===== config.mk =====
export PLATFORM = sky130hd
export DESIGN_NAME = adam_obi_ram_arbiter_flat
export DESIGN_NICKNAME = d
export VERILOG_FILES = /design/src/rtl/adam_obi_ram_arbiter_if.sv /design/src/rtl/adam_obi_ram_arbiter.sv /design/src/flat_wrapper.sv
export SDC_FILE = /design/constraint.sdc
export NUM_CORES = 1
export LEC_CHECK = 0
export BUFFER_PORTS_ARGS = -buffer_cell sky130_fd_sc_hd__buf_2
export CAP_MARGIN = 5
export CORE_AREA = 2 2 110 112
export DETAILED_ROUTE_END_ITERATION = 7
export DIE_AREA = 0 0 112 114
export HOLD_SLACK_MARGIN = 0.06
export PLACE_DENSITY = 0.5
export SLEW_MARGIN = 20
export SYNTH_ARGS = -nofsm -noshare
export SYNTH_HDL_FRONTEND = slang
export SYNTH_SLANG_ARGS = --single-unit

===== constraint.sdc =====
create_clock -name seq_clk -period 1.6 [get_ports seq_clk]
set_clock_uncertainty 0.05 [all_clocks]
set_input_delay 0.24 -clock seq_clk [delete_from_list [all_inputs] [get_ports seq_clk]]
set_output_delay 0.24 -clock seq_clk [all_outputs]
set_load 0.02 [all_outputs]

===== src/rtl/adam_obi_ram_arbiter_if.sv =====
// Clock/reset bundle and the requester/RAM bus bundle of the OBI RAM arbiter.
interface ADAM_SEQ;
  logic clk;
  logic rst;

  modport Master (output clk, rst);
  modport Slave  (input  clk, rst);
endinterface

interface adam_obi_ram_arbiter_if #(
  parameter int unsigned NO_REQS    = 2,
  parameter int unsigned ADDR_WIDTH = 32,
  parameter int unsigned DATA_WIDTH = 32
);
  localparam int unsigned STRB_WIDTH = DATA_WIDTH / 8;

  logic [NO_REQS-1:0]                 req_i;
  logic [NO_REQS-1:0]                 gnt_o;
  logic [NO_REQS-1:0][ADDR_WIDTH-1:0] addr_i;
  logic [NO_REQS-1:0]                 we_i;
  logic [NO_REQS-1:0][STRB_WIDTH-1:0] be_i;
  logic [NO_REQS-1:0][DATA_WIDTH-1:0] wdata_i;
  logic [NO_REQS-1:0]                 rvalid_o;
  logic [DATA_WIDTH-1:0]              rdata_o;

  logic                               ram_req_o;
  logic [ADDR_WIDTH-1:0]              ram_addr_o;
  logic                               ram_we_o;
  logic [STRB_WIDTH-1:0]              ram_be_o;
  logic [DATA_WIDTH-1:0]              ram_wdata_o;
  logic                               ram_rvalid_i;
  logic [DATA_WIDTH-1:0]              ram_rdata_i;

  modport slave (
    input  req_i, addr_i, we_i, be_i, wdata_i, ram_rvalid_i, ram_rdata_i,
    output gnt_o, rvalid_o, rdata_o,
           ram_req_o, ram_addr_o, ram_we_o, ram_be_o, ram_wdata_o
  );

  modport master (
    output req_i, addr_i, we_i, be_i, wdata_i, ram_rvalid_i, ram_rdata_i,
    input  gnt_o, rvalid_o, rdata_o,
           ram_req_o, ram_addr_o, ram_we_o, ram_be_o, ram_wdata_o
  );
endinterface


===== src/rtl/adam_obi_ram_arbiter.sv =====
// Round-robin arbiter sharing one fixed-latency, always-ready RAM port among
// several OBI requesters, with response routing, drain handshake and error flag.
module adam_obi_ram_arbiter #(
  parameter int unsigned NO_REQS    = 2,
  parameter int unsigned ADDR_WIDTH = 32,
  parameter int unsigned DATA_WIDTH = 32,
  parameter int unsigned RAM_LAT    = 1
) (
  ADAM_SEQ.Slave                  seq,
  adam_obi_ram_arbiter_if.slave   bus,
  input  logic                    pause_req_i,
  output logic                    pause_ack_o,
  output logic                    err_o
);

  localparam int unsigned ID_W = $clog2(NO_REQS);

  logic [ID_W-1:0]              last_grant;
  logic [ID_W-1:0]              winner;
  logic                         found;
  logic                         grant;
  logic                         resp;
  logic [RAM_LAT-1:0]           pipe_valid;
  logic [RAM_LAT-1:0]           pipe_valid_next;
  logic [RAM_LAT-1:0][ID_W-1:0] pipe_id;

  // First asserted request searching upward from last_grant+1, wrapping once.
  always_comb begin : arbitrate
    int unsigned idx;
    logic [ID_W-1:0] cand;
    idx    = 0;
    cand   = '0;
    winner = '0;
    found  = 1'b0;
    for (int unsigned i = 0; i < NO_REQS; i++) begin
      idx = 32'(last_grant) + 32'd1 + i;
      if (idx >= NO_REQS) idx = idx - NO_REQS;
      cand = ID_W'(idx);
      if (!found && bus.req_i[cand]) begin
        found  = 1'b1;
        winner = cand;
      end
    end
  end

  assign grant = found && !pause_req_i && !seq.rst;
  assign resp  = bus.ram_rvalid_i && pipe_valid[RAM_LAT-1] && !seq.rst;

  always_comb begin
    bus.gnt_o       = '0;
    bus.ram_req_o   = 1'b0;
    bus.ram_addr_o  = '0;
    bus.ram_we_o    = 1'b0;
    bus.ram_be_o    = '0;
    bus.ram_wdata_o = '0;
    if (grant) begin
      bus.gnt_o[winner] = 1'b1;
      bus.ram_req_o     = 1'b1;
      bus.ram_addr_o    = bus.addr_i[winner];
      bus.ram_we_o      = bus.we_i[winner];
      bus.ram_be_o      = bus.be_i[winner];
      bus.ram_wdata_o   = bus.wdata_i[winner];
    end
  end

  always_comb begin
    bus.rvalid_o = '0;
    bus.rdata_o  = '0;
    if (resp) begin
      bus.rvalid_o[pipe_id[RAM_LAT-1]] = 1'b1;
      bus.rdata_o                      = bus.ram_rdata_i;
    end
  end

  always_comb begin
    pipe_valid_next    = '0;
    pipe_valid_next[0] = grant;
    for (int unsigned i = 1; i < RAM_LAT; i++) begin
      pipe_valid_next[i] = pipe_valid[i-1];
    end
  end

  // Ack looks at the post-shift pipeline so it rises as soon as the last
  // in-flight response is being delivered.
  always_ff @(posedge seq.clk) begin
    if (seq.rst) begin
      last_grant  <= ID_W'(NO_REQS - 1);
      pipe_valid  <= '0;
      pipe_id     <= '0;
      pause_ack_o <= 1'b0;
      err_o       <= 1'b0;
    end else begin
      if (grant) last_grant <= winner;
      pipe_valid <= pipe_valid_next;
      pipe_id[0] <= winner;
      for (int unsigned i = 1; i < RAM_LAT; i++) begin
        pipe_id[i] <= pipe_id[i-1];
      end
      pause_ack_o <= pause_req_i && !(|pipe_valid_next);
      if (bus.ram_rvalid_i != pipe_valid[RAM_LAT-1]) err_o <= 1'b1;
    end
  end

endmodule


===== src/flat_wrapper.sv =====
// flat-port wrapper written by rule: the top's interface ports become plain ports
module adam_obi_ram_arbiter_flat 
#(
  parameter int unsigned NO_REQS    = 2,
  parameter int unsigned ADDR_WIDTH = 32,
  parameter int unsigned DATA_WIDTH = 32,
  parameter int unsigned RAM_LAT    = 1
)
  (pause_req_i, pause_ack_o, err_o, seq_clk, seq_rst, bus_req_i, bus_addr_i, bus_we_i, bus_be_i, bus_wdata_i, bus_ram_rvalid_i, bus_ram_rdata_i, bus_gnt_o, bus_rvalid_o, bus_rdata_o, bus_ram_req_o, bus_ram_addr_o, bus_ram_we_o, bus_ram_be_o, bus_ram_wdata_o);
  ADAM_SEQ seq_i ();
  adam_obi_ram_arbiter_if #(.NO_REQS(NO_REQS), .ADDR_WIDTH(ADDR_WIDTH), .DATA_WIDTH(DATA_WIDTH)) bus_i ();
  input  logic pause_req_i;
  output logic pause_ack_o;
  output logic err_o;
  input wire logic [$bits(seq_i.clk)-1:0] seq_clk;
  input wire logic [$bits(seq_i.rst)-1:0] seq_rst;
  input wire logic [$bits(bus_i.req_i)-1:0] bus_req_i;
  input wire logic [$bits(bus_i.addr_i)-1:0] bus_addr_i;
  input wire logic [$bits(bus_i.we_i)-1:0] bus_we_i;
  input wire logic [$bits(bus_i.be_i)-1:0] bus_be_i;
  input wire logic [$bits(bus_i.wdata_i)-1:0] bus_wdata_i;
  input wire logic [$bits(bus_i.ram_rvalid_i)-1:0] bus_ram_rvalid_i;
  input wire logic [$bits(bus_i.ram_rdata_i)-1:0] bus_ram_rdata_i;
  output wire logic [$bits(bus_i.gnt_o)-1:0] bus_gnt_o;
  output wire logic [$bits(bus_i.rvalid_o)-1:0] bus_rvalid_o;
  output wire logic [$bits(bus_i.rdata_o)-1:0] bus_rdata_o;
  output wire logic [$bits(bus_i.ram_req_o)-1:0] bus_ram_req_o;
  output wire logic [$bits(bus_i.ram_addr_o)-1:0] bus_ram_addr_o;
  output wire logic [$bits(bus_i.ram_we_o)-1:0] bus_ram_we_o;
  output wire logic [$bits(bus_i.ram_be_o)-1:0] bus_ram_be_o;
  output wire logic [$bits(bus_i.ram_wdata_o)-1:0] bus_ram_wdata_o;
  assign seq_i.clk = seq_clk;
  assign seq_i.rst = seq_rst;
  assign bus_i.req_i = bus_req_i;
  assign bus_i.addr_i = bus_addr_i;
  assign bus_i.we_i = bus_we_i;
  assign bus_i.be_i = bus_be_i;
  assign bus_i.wdata_i = bus_wdata_i;
  assign bus_i.ram_rvalid_i = bus_ram_rvalid_i;
  assign bus_i.ram_rdata_i = bus_ram_rdata_i;
  assign bus_gnt_o = bus_i.gnt_o;
  assign bus_rvalid_o = bus_i.rvalid_o;
  assign bus_rdata_o = bus_i.rdata_o;
  assign bus_ram_req_o = bus_i.ram_req_o;
  assign bus_ram_addr_o = bus_i.ram_addr_o;
  assign bus_ram_we_o = bus_i.ram_we_o;
  assign bus_ram_be_o = bus_i.ram_be_o;
  assign bus_ram_wdata_o = bus_i.ram_wdata_o;
  adam_obi_ram_arbiter #(.NO_REQS(NO_REQS), .ADDR_WIDTH(ADDR_WIDTH), .DATA_WIDTH(DATA_WIDTH), .RAM_LAT(RAM_LAT)) u_core (.seq(seq_i), .bus(bus_i), .pause_req_i(pause_req_i), .pause_ack_o(pause_ack_o), .err_o(err_o));
endmodule

; ---- Yosys cells after proc, flatten, opt, wreduce, memory -nomap -nowiden
; Cells that the tools add are included.
[totals]
reg_bits = 5
in_bits = 176
out_inout_bits = 108
[classes]
order_cmp = 8
addsub = 4
n_reduce_logical = 12
n_eq_ne = 1
muxes = 30
[op_table]
columns = op, count
row1 = 2-to-1 mux 32 bit, 7
row2 = "greater-or-equal comparator 32 x 2 -> 1 bit, second input constant", 1
row3 = 2-to-1 mux 1 bit, 16
row4 = 2-to-1 mux 4 bit, 3
row5 = logical AND 1 bit, 8
row6 = "< comparator 1 x 2 -> 1 bit, second input constant", 4
row7 = logical NOT 1 bit, 4
row8 = 2-to-1 mux 2 bit, 2
row9 = "adder 2 x 1 -> 3 bit, second input constant", 1
row10 = "adder 1 x 1 -> 2 bit, second input constant", 1
row11 = demux 1 bit (select 1 bit), 2
row12 = "greater-or-equal comparator 1 bit, second input constant", 2
row13 = "greater-or-equal comparator 2 bit, second input constant", 1
row14 = "subtractor 1 bit, second input constant", 2
row15 = inequality test 1 bit, 1

; ---- Depth between registers and ports, before layout
[depth]
word_depth = 14
depth_mapped = 5
depth_no_buf = 3

; ---- Worst setup path before layout
; OpenSTA, ideal clock, no wires.
[synth_path]
path_type = register -> output
from = reg u_core.last_grant
to = out bus_ram_wdata_o[22]
t_arrival_ps = 1271
setup_slack_ps = 39
required_time_ps = 1310
n_path_buf = 1
stages_incl_launch_ff = 5
cell_sequence = dfxtp_1 -> a21bo_4 -> nor3_4 -> buf_6 -> a22o_1
[synth_via]
elab_chain_cells = 12
word_cells_on_any_way = 23
cone_classes = add/sub: 4 / order compare: 2 / mux: 13 / reduce/logical: 4
[synth_lines]
columns = item, line_no
row1 = "start, declared", adam_obi_ram_arbiter.sv:18  ; logic [ID_W-1:0] last_grant;
row2 = "start signal, assigned", adam_obi_ram_arbiter.sv:87  ; last_grant <= ID_W'(NO_REQS - 1);
row3 = "start signal, assigned", adam_obi_ram_arbiter.sv:93  ; if (grant) last_grant <= winner;
row4 = adder 1 x 1 -> 2 bit *, adam_obi_ram_arbiter.sv:36  ; idx = 32'(last_grant) + 32'd1 + i;
row5 = branches (longest 10 deep; another with greater-or-equal comparator 32 x 2 -> 1 bit), --
row6 = 2-to-1 mux 32 bit *, adam_obi_ram_arbiter.sv:56  ; if (grant) begin
row7 = "end, declared", flat_wrapper.sv:31  ; output wire logic [$bits(bus_i.ram_wdata_o)-1:0] bus_ram_wdata_o;
; Every way passes the cells marked *. The select of a mux whose other input is x is not followed.

; ---- Worst setup path in the final report
[layout_path]
from = reg u_core.last_grant
to = out bus_ram_wdata_o[30]
; The elaborated chain is that of the path after synthesis.

==> metrics.txt <==
status=finished, violations left; failing checks=negative setup slack; antenna-violating nets left=0; Layout area overhead=211%; Mapped Cells=142; number of synthesized register bits=5; fin util=0.324; Setup crit end kind=output port; critical path's slowest cell=dfxtp_2; Post-DP HPWL=6.41 mm; ANT cells=0; register area share after synthesis=0.0821; Critical Path RT=1.31 ns; DRC=0; final total power=0.00136 W; most frequent cells in the layout=178 x buf_2, 85 x buf_6, 66 x a22o_1; clk_lat worst skew=0.23 ns; kind of critical path=reg -> out; WL final=9.61 mm; total grt overflow=0; core area=11700 sq um; number of global-route vias before repair=2185; # rows=40; detailed-route via count=2450; worst reg2reg path depth=4; power per cell area=359 nW/um^2; drt wl/cell=16.5 um; final worst path period share=1.16; Slew HR=0.878; Pre-Repair DR Iteration Count=4; Synth Warn #=0; gp weighted congestion=0.784; Max VDD drop=0.462 mV; Psw=0.000448 W; clock share of power=0.303; chip width=112 um; count of cell types in the netlist=16; Mapped Avg Cell Area=8.59 sq um; antenna violations before repair=0; TNS Setup=-16.83 ns; share of layout cells above drive strength 1=0.813; Hold Slack=0.287 ns; CP max stage delay=0.33 ns; top achievable clock speed=539 MHz; Die Y=114 um; unrepaired setup endpoints after global routing=yes; commonest non-fill, non-tap cell in the layout=buf_2; Comb pwr share=0.595; Final Hold Fails=0; htree depth=1; Pint=0.000913 W; DP Worst Slack=-0.103 ns; # Max-Cap Violations=0; CTS tree=yes; Max Slew Vio Count=0; Vias per Instance=4.22; Initial Util=0.104; nets=612; hold buffer count at cts=0; mapped cell area=1220 sq um; Sequential Area=103 sq um; Fillers=1211; Port Buf Inserts=283; CTS Buf Count=3; first-iteration detailed-routing DRC count=90; area of the multi-input gates=1070 sq um; Final setup viols=96; CP Max Fanout=26; hold path depth=3; Worst Hold Class=in -> reg; largest net degree at the start of global routing=45; CTS Sinks=5; crit path time final=1.86 ns; startpoint types=flip-flop; Reg power frac=0.103; Total GRT Usage=0.104; Arr. time, crit path=1.57 ns; CTS root buffer=clkbuf_16; leakage power=2.04 nW; Net Sw Frac=0.329; global-route wire length before repair=10.9 mm; Clock Pin Slew Worst Setup and Hold Paths=0.03 ns; # IOs=284; critical path, cell by cell=nand2b_1, and3_4, buf_12, a22o_1, buf_4; Clock Path Buffers=2; Final Worst Setup Slack=-0.256 ns; Worst-Margin Slew=0.184 ns; total die area=12800 sq um; Syn Nets=319
## cell usage after synthesis
| cell | number | area, sq um |
|---|---|---|
| dfxtp_1 | 5 | 100 |
| nor3_4 | 1 | 16.3 |
| o21a_1 | 2 | 15.0 |
| a21bo_4 | 1 | 16.3 |
| nor2b_1 | 2 | 12.5 |
| and3_1 | 1 | 6.26 |
| and2b_1 | 1 | 7.51 |
| buf_6 | 15 | 169 |
| nand2b_1 | 2 | 12.5 |
| a211o_1 | 1 | 8.76 |
| nor2_1 | 4 | 15.0 |
| ha_1 | 1 | 12.5 |
| clkbuf_1 | 3 | 11.3 |
| and2_1 | 33 | 206 |
| nor2_2 | 1 | 6.26 |
| a22o_1 | 69 | 604 |
## routing by layer
layer | vias to the layer above | global-route usage | share of wire
met4 | 0 | 0.0114 | 0.0034
met3 | 4 | 0.0191 | 0.065
met2 | 131 | 0.196 | 0.53
met5 | - | 0 | 0
met1 | 1171 | 0.128 | 0.40
li1 | 1144 | - | -
## what timing repair did
| action | in CTS | in global routing |
|---|---|---|
| gates cloned | 0 | 10 |
| pin swaps | 4 | 36 |
| resized for setup | 120 | 112 |
| endpoints found under the setup margin | 104 | 105 |
| buffers inserted | 0 | 2 |
## flip-flops by register name, indices dropped and copies added, names as in the netlist
signal              cells
u_core.pipe_id          1
u_core.err_o            1
u_core.pause_ack_o      1
u_core.last_grant       1
u_core.pipe_valid       1
## worst max-delay path, delay by kind of cell, from the launching register on
kind	cells	cell delay, ns
buf+inv	2	0.33
compound gates	1	0.26
flops	1	0.33
simple gates	2	0.40
## logic make-up (layout without fill, tap and decap cells)
| group | Yosys count | after routing | share of synthesized area |
|---|---|---|---|
| compound gates | 73 | 73 | 0.528 |
| simple gates | 45 | 45 | 0.232 |
| fa+ha+maj | 1 | 1 | 0.0103 |
| flops | 5 | 5 | 0.0821 |
| buf+inv | 18 | 310 | 0.148 |
## power groups by stage
stage	clock (W)	combinational, W	sequential [W]
final	0.000412	0.000810	0.000140
after global routing	0.000427	0.000857	0.000141
after CTS	0.000419	0.000722	0.000139
after detailed placement	0	0.000627	0.000140
after global placement	0	0.000620	0.000140
after floorplan	0	0.000289	0.000144
## stage by stage
step	instances	cell area (sq um)
floorplan	142	1220
global placement	565	2790
detailed placement	565	2790
CTS	569	3240
global route	581	3800
finish	581	3800
## path summary, 6_finish.rpt
path	startpoint	slack, ns	to
hold reg to reg	u_core.err_o	0.41	u_core.err_o
setup reg to reg	u_core.last_grant	0.54	u_core.last_grant
hold / removal	bus_req_i[0]	0.29	u_core.pipe_id
setup / recovery	u_core.last_grant	-0.26	bus_ram_wdata_o[30]
## final cells by class
cell class	count	share of cell area
clock buffer	4	0.0208
multi-input combinational	119	0.281
sequential	5	0.0270
tap	147	0.0484
timing repair buffer	306	0.622
(Power assumes the default switching activity.)
